File: src/rtl/root_layer_ctrl_pkg.sv
// Shared router/PE header: root FSM state encodings and the control-packet
// convention used on the router address MSB.
package root_layer_ctrl_pkg;

   // Root controller states; the encoding is also visible on the debug port.
   typedef enum logic [2:0] {
      IDLE  = 3'd0,
      START = 3'd1,
      BCAST = 3'd2,
      COMP  = 3'd3,
      NEXT  = 3'd4
   } root_state_t;

   // Value of the router address MSB that marks a broadcast-done packet.
   localparam logic RX_CTRL_DONE = 1'b1;

   // True when the address MSB carried with a packet marks it as a done packet.
   function automatic logic is_done_pkt(input logic ctrl);
      return ctrl == RX_CTRL_DONE;
   endfunction

endpackage

File: src/rtl/root_layer_ctrl_if.sv
// Router-to-root packet channel.
// Handshake: a packet transfers in every cycle where rx_valid && rx_rdy are both
// high at the rising clk edge. rx_rdy depends only on the root's state, never on
// rx_valid, so the router may hold or change its packet freely while rx_rdy is low.
interface root_layer_ctrl_if #(
   parameter int DATA_WIDTH = 16
);
   logic                  rx_valid;
   logic                  rx_ctrl;
   logic [DATA_WIDTH-1:0] rx_data;
   logic                  rx_rdy;

   modport master (output rx_valid, output rx_ctrl, output rx_data, input rx_rdy);
   modport slave  (input rx_valid, input rx_ctrl, input rx_data, output rx_rdy);
endinterface

File: src/rtl/root_layer_ctrl_tracker.sv
// Bitmap of PEs whose broadcast-done packet has arrived in the current layer.
// Reports completion including the bit being set this cycle, and flags a set
// request that hits an already-set bit.
module done_mask_tracker #(
   parameter int NUM_PE       = 16,
   parameter int PE_IDX_WIDTH = 4
) (
   input  logic                    clk,
   input  logic                    rst,
   input  logic                    clr,
   input  logic                    set_en,
   input  logic [PE_IDX_WIDTH-1:0] set_idx,
   output logic [NUM_PE-1:0]       mask,
   output logic                    all_set_next,
   output logic                    dup_hit
);

   logic [NUM_PE-1:0] set_vec;

   // One-hot of the bit requested this cycle; out-of-range indices set nothing.
   always_comb begin
      set_vec = '0;
      dup_hit = 1'b0;
      if (set_en && (int'(set_idx) < NUM_PE)) begin
         set_vec[set_idx] = 1'b1;
         dup_hit          = mask[set_idx];
      end
   end

   assign all_set_next = &(mask | set_vec);

   // Mask register: clear has priority over a set in the same cycle.
   always_ff @(posedge clk or posedge rst) begin
      if (rst)      mask <= '0;
      else if (clr) mask <= '0;
      else          mask <= mask | set_vec;
   end

endmodule

File: src/rtl/root_layer_ctrl.sv
// Root layer controller: sequences a multi-layer network run. Each layer it
// pulses pe_start_calc, waits for a broadcast-done packet from every PE, then
// waits for every PE to report compute done before moving to the next layer.
module root_layer_ctrl
   import root_layer_ctrl_pkg::*;
#(
   parameter int NUM_PE       = 16,
   parameter int PE_IDX_WIDTH = 4,
   parameter int LAYER_WIDTH  = 4,
   parameter int DATA_WIDTH   = 16
) (
   input  logic                   clk,
   input  logic                   rst,
   input  logic                   start,
   input  logic [LAYER_WIDTH-1:0] layer_no,
   root_layer_ctrl_if.slave       rx,
   input  logic [NUM_PE-1:0]      pe_comp_done,
   output logic                   pe_start_calc,
   output logic [LAYER_WIDTH-1:0] layer_idx,
   output logic                   busy,
   output logic                   run_done,
   output logic                   dup_err,
   output root_state_t            state_dbg
);

   // Payload values at or above NUM_PE name no PE on this network.
   localparam logic [DATA_WIDTH-1:0] NUM_PE_D = DATA_WIDTH'(NUM_PE);

   root_state_t            state, state_nxt;
   logic [LAYER_WIDTH-1:0] layer_no_q;
   logic                   done_all_q;
   logic                   accept, idx_ok, set_en, start_ok, last_layer;
   logic                   all_set_next, dup_hit;
   logic [NUM_PE-1:0]      bcast_mask;

   assign accept     = rx.rx_valid & rx.rx_rdy;
   assign idx_ok     = rx.rx_data < NUM_PE_D;
   assign set_en     = accept & is_done_pkt(rx.rx_ctrl) & idx_ok;
   assign start_ok   = start & (state == IDLE);
   assign last_layer = (layer_idx == layer_no_q);

   done_mask_tracker #(
      .NUM_PE       (NUM_PE),
      .PE_IDX_WIDTH (PE_IDX_WIDTH)
   ) u_tracker (
      .clk          (clk),
      .rst          (rst),
      .clr          (state == START),
      .set_en       (set_en),
      .set_idx      (rx.rx_data[PE_IDX_WIDTH-1:0]),
      .mask         (bcast_mask),
      .all_set_next (all_set_next),
      .dup_hit      (dup_hit)
   );

   // State register.
   always_ff @(posedge clk or posedge rst) begin
      if (rst) state <= IDLE;
      else     state <= state_nxt;
   end

   // Next-state logic.
   always_comb begin
      state_nxt = state;
      case (state)
         IDLE:    if (start)        state_nxt = START;
         START:                     state_nxt = BCAST;
         BCAST:   if (all_set_next) state_nxt = COMP;
         COMP:    if (done_all_q)   state_nxt = NEXT;
         NEXT:    state_nxt = last_layer ? IDLE : START;
         default:                   state_nxt = IDLE;
      endcase
   end

   // Run bookkeeping: captured layer count, layer index, sticky duplicate flag,
   // and the registered all-PEs-computed check (only armed while in COMP).
   always_ff @(posedge clk or posedge rst) begin
      if (rst) begin
         layer_no_q <= '0;
         layer_idx  <= '0;
         dup_err    <= 1'b0;
         done_all_q <= 1'b0;
      end else begin
         done_all_q <= (state == COMP) && (&pe_comp_done);
         if (start_ok) begin
            layer_no_q <= layer_no;
            layer_idx  <= '0;
            dup_err    <= 1'b0;
         end else begin
            if (dup_hit) dup_err <= 1'b1;
            if ((state == NEXT) && !last_layer) layer_idx <= layer_idx + 1'b1;
         end
      end
   end

   // Moore decode of the state register; all zero while rst holds IDLE.
   assign rx.rx_rdy     = (state == BCAST) || (state == COMP);
   assign pe_start_calc = (state == START);
   assign busy          = (state != IDLE);
   assign run_done      = (state == NEXT) && last_layer;
   assign state_dbg     = state;

endmodule

File: src/flat_wrapper.sv
// flat-port wrapper written by rule: the top's interface ports become plain ports
module root_layer_ctrl_flat import root_layer_ctrl_pkg::*;
#(
   parameter int NUM_PE       = 16,
   parameter int PE_IDX_WIDTH = 4,
   parameter int LAYER_WIDTH  = 4,
   parameter int DATA_WIDTH   = 16
)
  (clk, rst, start, layer_no, pe_comp_done, pe_start_calc, layer_idx, busy, run_done, dup_err, state_dbg, rx_rx_valid, rx_rx_ctrl, rx_rx_data, rx_rx_rdy);
  root_layer_ctrl_if #(.DATA_WIDTH(DATA_WIDTH)) rx_i ();
  input  logic clk;
  input  logic rst;
  input  logic start;
  input  logic [LAYER_WIDTH-1:0] layer_no;
  input  logic [NUM_PE-1:0] pe_comp_done;
  output logic pe_start_calc;
  output logic [LAYER_WIDTH-1:0] layer_idx;
  output logic busy;
  output logic run_done;
  output logic dup_err;
  output root_state_t state_dbg;
  input wire logic [$bits(rx_i.rx_valid)-1:0] rx_rx_valid;
  input wire logic [$bits(rx_i.rx_ctrl)-1:0] rx_rx_ctrl;
  input wire logic [$bits(rx_i.rx_data)-1:0] rx_rx_data;
  output wire logic [$bits(rx_i.rx_rdy)-1:0] rx_rx_rdy;
  assign rx_i.rx_valid = rx_rx_valid;
  assign rx_i.rx_ctrl = rx_rx_ctrl;
  assign rx_i.rx_data = rx_rx_data;
  assign rx_rx_rdy = rx_i.rx_rdy;
  root_layer_ctrl #(.NUM_PE(NUM_PE), .PE_IDX_WIDTH(PE_IDX_WIDTH), .LAYER_WIDTH(LAYER_WIDTH), .DATA_WIDTH(DATA_WIDTH)) u_core (.clk(clk), .rst(rst), .start(start), .layer_no(layer_no), .rx(rx_i), .pe_comp_done(pe_comp_done), .pe_start_calc(pe_start_calc), .layer_idx(layer_idx), .busy(busy), .run_done(run_done), .dup_err(dup_err), .state_dbg(state_dbg));
endmodule
File: config.mk
export PLATFORM = sky130hd
export DESIGN_NAME = root_layer_ctrl_flat
export DESIGN_NICKNAME = d
export VERILOG_FILES = /design/src/rtl/root_layer_ctrl_pkg.sv /design/src/rtl/root_layer_ctrl_if.sv /design/src/rtl/root_layer_ctrl_tracker.sv /design/src/rtl/root_layer_ctrl.sv /design/src/flat_wrapper.sv
export SDC_FILE = /design/constraint.sdc
export NUM_CORES = 1
export LEC_CHECK = 0
export CAP_MARGIN = 20
export CORE_ASPECT_RATIO = 1.4
export CORE_MARGIN = 5
export CORE_UTILIZATION = 46
export CTS_BUF_LIST = sky130_fd_sc_hd__clkbuf_4 sky130_fd_sc_hd__clkbuf_8 sky130_fd_sc_hd__clkbuf_16
export DETAILED_ROUTE_END_ITERATION = 6
export PLACE_DENSITY = 0.79
export SLEW_MARGIN = 40
export SYNTH_ARGS = -nofsm -noshare
export SYNTH_HDL_FRONTEND = slang
export SYNTH_SLANG_ARGS = --single-unit
File: constraint.sdc
create_clock -name clk -period 2 [get_ports clk]
set_input_delay 0.5 -clock clk [delete_from_list [all_inputs] [get_ports clk]]
set_output_delay 0.5 -clock clk [all_outputs]
set_load 0.005 [all_outputs]
# Word level (Yosys, flattened, before mapping)
# Index checks and enable logic that the tools add are counted.
op_classes:
  n_lt_le_gt_ge: 3
  eq_ne: 8
  bitwise_logic: 5
  reduce_logical: 13
  mux: 16
  addsub: 1
op_table:
  columns: ["cell", "n"]
  rows:
  - ["two-way mux 16 bit", 2]
  - ["AND reduction 16 bit", 2]
  - ["less-than comparator 16 x 5 -> 1 bit (second input constant)", 1]
  - ["OR 16 bit", 1]
  - ["one-hot mux 3 bit (5 select lines)", 1]
  - ["two-way mux 3 bit", 3]
  - ["two-way mux 4 bit", 2]
  - ["== test 3 x 2 -> 1 bit (second input constant)", 2]
  - ["two-way mux 1 bit", 6]
  - ["less-than comparator 4 x 5 -> 1 bit (second input constant)", 1]
  - ["adder 4 x 1 -> 4 bit (second input constant)", 1]
  - ["bitwise AND 1 bit", 4]
  - ["binary-select mux 1 bit (select 4 bit)", 1]
  - ["demux 1 bit (select 4 bit)", 1]
  - ["== test 4 bit", 1]
  - [">= comparator 4 x 1 -> 1 bit (second input constant)", 1]
  - ["logical AND 1 bit", 4]
  - ["!= test 2 x 1 -> 1 bit (second input constant)", 2]
  - ["nonzero test 2 bit", 2]
  - ["== test 3 x 1 -> 1 bit (second input constant)", 1]
  - ["== test 3 bit (second input constant)", 1]
  - ["logical NOT 3 bit", 1]
  - ["AND reduction 3 bit", 1]
  - ["nonzero test 3 bit", 1]
  - ["3 further kinds", 3]
totals:
  wordCells: 52
  regBits: 29
  inputBits: 41
  output_inout_bits: 12

# Depth between registers and ports, before layout
# Gate-level depths: netlist of the first run.
logic_depth:
  depth_word: 10
  depth_mapped: 8

# Hierarchy
# From an unflattened synthesis of the first run, not the netlist that was laid out.
hier_totals:
  cells_unflattened: 167
  hier_area_um2: 1685.4
by_module_without_submodules:
  columns: ["mod", "seq_area_each_um2", "area_per_inst_um2", "instances", "cells_per_inst"]
  rows:
  - ["done_mask_tracker", 400.4, 959.7, 1, 90]
  - ["root_layer_ctrl", 325.3, 725.7, 1, 77]

# Worst setup path after synthesis of the first run
# No wires, ideal clock.
synth_path:
  kind: "input -> register"
  startpoint: "input port rx_rx_data[6]"
  endpoint: "register u_core.state[0] (netlist: u_core.state_dbg[0])"
  required_ns: 1.908
  t_arrival_ns: 2.158
  path_buffers: 0
  path_stages: 6
  path_slack_ns: -0.249
  cell_sequence: "or4_4 -> nor4_4 -> nor3b_4 -> a22o_1 -> nand4b_1 -> o31ai_2"
synth_between:
  elab_chain_cells: 7
synth_lines:
  columns: ["element", "line_no", "rtl"]
  rows:
  - ["start, declared", "flat_wrapper.sv:24", "input wire logic [$bits(rx_i.rx_data)-1:0] rx_rx_data;"]
  - ["less-than comparator 16 x 5 -> 1 bit", "root_layer_ctrl.sv:37", "assign idx_ok = rx.rx_data < NUM_PE_D;"]
  - ["bitwise AND 1 bit", "root_layer_ctrl.sv:38", "assign set_en = accept & is_done_pkt(rx.rx_ctrl) & idx_ok;"]
  - ["two-way mux 16 bit", "root_layer_ctrl_tracker.sv:24", "if (set_en && (int'(set_idx) < NUM_PE)) begin"]
  - ["OR 16 bit", "root_layer_ctrl_tracker.sv:30", "assign all_set_next = &(mask | set_vec);"]
  - ["AND reduction 16 bit", "root_layer_ctrl_tracker.sv:30", null]
  - ["!= test 2 x 1 -> 1 bit (no source line)", null, null]
  - ["AND reduction 3 bit (no source line)", null, null]
  - ["end signal, assigned", "root_layer_ctrl.sv:59", "else state <= state_nxt;"]
  - ["end, declared", "root_layer_ctrl.sv:29", "root_state_t state, state_nxt;"]
# No other way between the ends.
# A chain may end at the register's enable or synchronous reset.

# Worst setup path after layout of the first run
layout_path:
  startpoint: "input port rx_rx_data[5]"
  endpoint: "register u_core.state[0] (netlist: u_core.state_dbg[0])"
# Same word-level chain as after synthesis.

==> results of run 1 <==
kinds of logic after synthesis:
kind of cell             count (synthesis)
AO/OA/AOI/OAI                           33
XOR/XNOR                                 7
adder cells (fa/ha/maj)                  1
buffers and inverters                   14
flip-flops                              29
multiplexers                             9
AND/OR/NAND/NOR                         78
report_power, final:
part	switching (mW)	total, mW	internal (mW)	leakage [nW]
sequential	0.0415	0.668	0.627	0.388
combinational	0.127	0.349	0.222	0.817
clock	0.223	0.642	0.419	0.0619
total	0.392	1.66	1.27	1.27
cells in the mapped netlist (3+ instances only):
| cell | n | share of area, % |
|---|---|---|
| a31oi_1 | 8 | 3.0 |
| xnor2_1 | 5 | 2.6 |
| nand3_1 | 5 | 1.5 |
| nand4_1 | 11 | 4.1 |
| a21oi_1 | 12 | 3.6 |
| o21ai_0 | 3 | 0.89 |
| a32oi_1 | 3 | 1.6 |
| dfrtp_1 | 29 | 43 |
| nand2_1 | 5 | 1.1 |
| nor2_1 | 24 | 5.3 |
| clkbuf_1 | 10 | 2.2 |
| inv_1 | 3 | 0.67 |
| mux4_2 | 5 | 6.7 |
| and2_1 | 3 | 1.1 |
| and3_1 | 3 | 1.1 |
| nor2b_1 | 9 | 3.3 |
| mux2_2 | 4 | 2.7 |
metrics by stage:
step | hold WS (ns) | cell area [um^2] | TNS (ns)
after floorplan | 0.480 | 1700 | -0.240
after global placement | 0.481 | 2490 | -7.33
after detailed placement | 0.504 | 2490 | -8.11
after CTS | 0.524 | 2690 | -0.163
after global routing | 0.548 | 2800 | -0.730
final | 0.529 | 2800 | -0.276
timing repair:
item / CTS / global route
pin swaps: 19 / 12
resized for setup: 49 / 24
setup endpoints to repair: 20 / 15
buffers inserted: 10 / 6
sequential cells by signal (all words and copies together) (netlist names):
register and cells:
u_core.state_dbg 3, u_core.done_all_q 1, u_core.u_tracker.mask 16, u_core.dup_err 1
u_core.layer_no_q 4, u_core.layer_idx 4
per-layer routing:
metal / global-route usage (%) / wire, um
met1: 23.9 / 2040
met2: 42.8 / 3350
met3: 5.35 / 295
met4: 9.76 / 246
met5: 0 / 0
area by class of cell:
class / count / area [um^2] / area share [%]
clock inverter: 1 / 30.0 / 1.07
tap: 42 / 52.6 / 1.88
multi-input combinational: 128 / 1020 / 36.6
sequential: 29 / 726 / 25.9
timing repair buffer: 101 / 867 / 31.0
clock buffer: 7 / 90.1 / 3.22
inverter: 3 / 11.3 / 0.402
how the worst max path moves through the flow:
stage / end / slack [ns] / cells past startpoint
final: u_core.state_dbg[0] / -0.23 / 9
after global routing: u_core.state_dbg[0] / -0.31 / 9
after CTS: u_core.state_dbg[0] / -0.11 / 9
after detailed placement: u_core.state_dbg[0] / -0.71 / 8
after global placement: u_core.state_dbg[0] / -0.68 / 8
after floorplan: u_core.state_dbg[0] / -0.24 / 6
==> metrics.txt, run 1 <==
CTS tree yes; commonest non-fill, non-tap cell in the layout buf_4; final hold vios 0; sequential element share of the synthesized area 42.9%; Lkg Pwr between 1 and 1.5 nW; status complete, but fails checks; area of the core between 0.003 and 0.004 mm^2; Final setup viols 2; DR vias/cell about 5.9; critical path's top delay family simple AND/OR/NAND/NOR gates; adder-cell share of the synthesized area less than 1%; number of fill cells roughly 230; CP Launch Type input port; Period minus WS final roughly 2.2 ns; # rows 26; ant diodes 0; Critical Path Start rx_rx_data[5]; RePlAce Congestion 0.904; buffers added on ports 52; clock latency on the worst-skew pair 0.29 ns; Critical R2R Launch u_core.state_dbg[2]; hold path cells 1; xor and xnor fraction of the mapped netlist area under 10%; Synth Warn # 0; number of vias in the routed layout approximately 1.8k; Final WS setup -0.230 ns; Crit Path Class input port to flip-flop; per-cell routed wire length approximately 19 um; P&R area growth vs syn 65.6%; largest fanout on the critical path 6; Nets 310; Tot GR Track Use roughly 23%; period utilisation layout 111%; hold_sp u_core.layer_no_q[2]; largest net degree at the start of global routing 30; Synth Flop Type dfrtp_1; GR Overflow Total 0; CTS Buf Count 5; CP max-delay cell or4_4; fmax 0.448 GHz; Clock transition at path regs 0.06 ns; syn_area_per_cell between 9 and 10 um^2; Total Wirelength 5940 um; worst hold path class flip-flop to flip-flop; largest family of logic cells by synthesized area simple AND/OR/NAND/NOR gates; Worst R2R Setup Slack -0.13 ns; R2R Path End u_core.state_dbg[0]; multiplexer share of the synthesized area around a tenth; cell total after placement a little under 300; Setup Skew 0.00989 ns; Die Ht slightly above 80 um; complex-gate fraction of the synthesized area between 10 and 15%; Final Power 1.66 mW; Mapped Area 0.00169 mm^2; arrival time worst endpoint ~2.4 ns; antenna violations before repair 0; Layout Cells excl Fill between 300 and 400; number of enable flip-flop cells after synthesis 0; clock sink total 29; critical path's largest stage delay 0.55 ns; layout cell share with drive strength beyond 1 a little over a third; initial core utilization 46.8%; R2R cell count 9; syn_nets ~210; Synth async-reset ratio 100%; most used cell, CP buf_6; Syn Inst Count 171; H-tree levels 2; Slew headroom 67.0%; # IOs 53; worst hold endpoint u_core.layer_no_q[2]; Crit. End Element flip-flop; width of the die 61.3 um; Pins Over Slew Limit 0; pre-CTS WS -0.710 ns; initial drt markers about 140; crit path buf inv count 3; Max Cap Viol 0; commonest cells after routing, fill and taps aside 43 x buf_4, 32 x clkdlybuf4s50_1, 29 x dfrtp_1; DRC viols 0; register bit total from synthesis 29; Simple-Gate Fraction of Synth Area about 28%; Unique masters post-synth 40; crit-path cells buf_6 -> or4_4 -> nor4_4 -> buf_6 -> buf_6 -> nand4_1 -> a22oi_1 -> nand3_2 -> o31ai_2; Finished Core Util ~78%; cts hold-fix bufs 0; Req. time, crit path around 2.2 ns; vias in the first global route about 1.9k; CTS Root Cell clkbuf_8; PwrDens slightly below 600 mW/mm^2; violated checks negative setup slack; maximum buffer depth of the clock tree 2; first-pass GRT wire length ~8400 um; post-detail-place hpwl just under 4000 um; Worst-Margin Slew 0.494 ns; RSZ-0062 raised after global routing yes; Antenna Nets Post-Route 0; die area 0.00501 mm^2; VDD IR max 526 uV; DRT Pass-1 Iters 4
No activity file was read; power rests on OpenSTA's default activity.
==> run 2: changes to the inputs <==
--- a/config.mk
+++ b/config.mk
@@ -7,7 +7,7 @@
 export LEC_CHECK = 0
 export CAP_MARGIN = 20
 export CORE_ASPECT_RATIO = 1.4
-export CORE_MARGIN = 5
+export CORE_MARGIN = 1
 export CORE_UTILIZATION = 46
 export CTS_BUF_LIST = sky130_fd_sc_hd__clkbuf_4 sky130_fd_sc_hd__clkbuf_8 sky130_fd_sc_hd__clkbuf_16
 export DETAILED_ROUTE_END_ITERATION = 6
==> run 2 against run 1 <==
- the flow still finishes with violations (negative setup slack)
- die area decreased by 22%
- cell area fell by 2.7%
- utilization increased by 1.6 points
- wire length is 0.47% lower
- highest routed layer unchanged
==> metrics.txt, run 2 (synthesis gave the netlist of run 1 again) <==
buffers added on ports 52 (unchanged); commonest non-fill, non-tap cell in the layout buf_4; Switching Fraction 25.3% (+1.7 points); Die Ht 73.8 um (-9.8%); Nets 309 (-0.32%); Pins Over Slew Limit 0 (unchanged); Worst Hold Margin 0.522 ns (-0.00670 ns); CTS Root Cell clkbuf_8; Antenna Nets Post-Route 0 (unchanged); Worst-Margin Slew 0.425 ns (-0.0690 ns); crit path buf inv count 3 (unchanged); CP max-delay cell or4_4; largest fanout on the critical path 4 (-2); Period minus WS final 2.27 ns (+0.0391 ns); first-pass GRT wire length 8910 um (+5.7%); worst hold path class flip-flop to flip-flop; fmax 0.441 GHz (-1.7%); antenna violations before repair 0 (unchanged); period utilisation layout 113% (+2.0 points); P&R area growth vs syn 61.1%; Biggest register u_core.u_tracker.mask; VDD IR max 546 uV (+3.8%); Sw Pwr 0.386 mW (-1.4%); initial drt markers 75 (-48%); number of vias in the routed layout 1,840 (-0.11%); H-tree levels 2 (unchanged); WL met2 3240 um (-3.5%); number of fill cells 210 (-7.9%); initial core utilization 49.2% (+2.3 points); Max Cap Viol 0 (unchanged); Logic pwr share 21.3% (+0.3 points); # rows 25 (-3.8%); maximum buffer depth of the clock tree 2 (unchanged); critical path's top delay family simple AND/OR/NAND/NOR gates; Setup Skew 0.00390 ns (-0.00598 ns); Final Power 1.52 mW (-8.2%); CP Launch Type input port; Final WS setup -0.269 ns (-0.0391 ns); Critical R2R Launch u_core.state_dbg[1]; RePlAce Congestion 0.969 (+7.2%); Crit Path Class input port to flip-flop; commonest cells after routing, fill and taps aside 43 x buf_4, 35 x clkdlybuf4s50_1, 28 x dfrtp_1; number of flip-flops in the largest register 16 (unchanged); post-detail-place hpwl 3940 um (+2.7%); DRT Pass-1 Iters 4 (unchanged); Max Used Layer met4; vias in the first global route 1,883 (+1.5%); clock latency on the worst-skew pair 0.28 ns (about the same); hold_sp u_core.dup_err; Total Wirelength 5910 um (-0.47%); Tot GR Track Use 32.6% (+9.5 points); clock sink total 29 (unchanged); RSZ-0062 raised after global routing yes; CTS tree yes; GR Overflow Total 0 (unchanged); crit-path cells buf_2 -> or4_4 -> nor4_4 -> buf_4 -> buf_6 -> nand4_1 -> a22oi_2 -> nand3_2 -> o31ai_2; largest net degree at the start of global routing 30 (unchanged); DRC viols 0 (unchanged); Regs by FF count u_core.u_tracker.mask: 16 flops, u_core.layer_idx: 4 flops, u_core.layer_no_q: 4 flops; final hold vios 0 (unchanged); Slew headroom 71.6% (+4.6 points); Clock transition at path regs 0.06 ns (about the same); CTS Buf Count 5 (unchanged); DR vias/cell 5.97 (+0.86%); layout cell share with drive strength beyond 1 34.3% (-1.4 points); PwrDens 559 mW/mm^2 (-5.7%); width of the die 53.3 um (-13%); Final setup viols 2 (unchanged); ant diodes 0 (unchanged); Lkg Pwr 1.23 nW (-2.8%); # IOs 53 (unchanged); critical path's largest stage delay 0.56 ns (about the same); met3 WL 322 um (+9.2%); arrival time worst endpoint 2.45 ns (+0.02 ns); Seq pwr share 43.9% (+3.6 points); Pint 1.14 mW (-10%); area of the core 0.00344 mm^2 (-4.7%); Req. time, crit path 2.19 ns (about the same); Critical Path Start rx_rx_data[4]; Crit. End Element flip-flop; clock power share 34.8% (-3.9 points); per-cell routed wire length 19.2 um (+0.50%); status complete, but fails checks; die area 0.00393 mm^2 (-22%); cts hold-fix bufs 0 (unchanged); met1 WL 2070 um (+1.6%); violated checks negative setup slack
-- run 2: cell types whose count changed in the layout (fill, tap and decap cells not counted), sizes merged --
cell,delta
bufinv,-1
clkbuf,-1
clkdlybuf4s15,-2
clkdlybuf4s50,+3
clkinv,+1
dlygate4sd2,-2
dlymetal6s2s,+1
-- run 2: final cells by class --
type | count | area (um^2) | area share (%)
clock buffers | 7 | 96.3 | 3.54
clock inverters | 1 | 5.00 | 0.184
inverters | 3 | 11.3 | 0.413
multi-input cells | 128 | 981 | 36.0
flip-flops and latches | 29 | 727 | 26.7
well taps | 40 | 50.0 | 1.84
repair buffers | 100 | 855 | 31.4
-- run 2: power by group through the flow --
stage / Sequential (mW) / Combinational [mW] / Clock (mW)
floorplan: 0.670 / 0.126 / 0
detailed placement: 0.680 / 0.306 / 0
CTS: 0.668 / 0.321 / 0.551
global route: 0.674 / 0.351 / 0.574
global placement: 0.678 / 0.294 / 0
finish: 0.669 / 0.324 / 0.530
-- run 2: path summary, 6_finish.rpt --
path | cells past startpoint | slack (ns) | end
setup / recovery | 9 | -0.27 | u_core.state_dbg[0]
setup reg to reg | 9 | 0.01 | u_core.state_dbg[0]
hold reg to reg | 2 | 0.52 | u_core.dup_err
hold / removal | 2 | 0.52 | u_core.dup_err
min in group asynchronous | 3 | 0.60 | u_core.u_tracker.mask[13]
max in group asynchronous | 3 | 1.10 | u_core.state_dbg[1]
-- run 2: stage by stage --
step / TNS, ns / instance area (um^2) / std cells / util [%] / worst slack (ns)
2_1_floorplan: -0.240 / 1700 / 171 / - / -0.240
3_3_place_gp: -7.90 / 2490 / 288 / 72.5 / -0.754
3_5_place_dp: -7.75 / 2490 / 288 / 72.5 / -0.752
4_1_cts: -0.426 / 2710 / 309 / 78.6 / -0.179
5_1_grt: -0.619 / 2730 / 308 / 79.2 / -0.355
6_report: -0.437 / 2730 / 308 / 79.2 / -0.269
-- run 2: worst min-delay path, delay by kind of cell (launching register included) --
kind | cells | cell delay, ns
AO/OA/AOI/OAI | 1 | 0.04
flip-flops | 1 | 0.37
AND/OR/NAND/NOR | 1 | 0.08
-- run 2: metal layers --
metal	vias to the layer above	global-route usage [%]
li1	824	-
met5	-	0
met3	30	7.04
met2	93	60.7
met1	893	32.5
met4	0	16.1
-- run 2: what timing repair did --
item | in CTS | in global routing
setup buffers | 13 | 0
setup endpoints to repair | 20 | 11
pin swaps | 10 | 6
gates resized for setup | 49 | 11
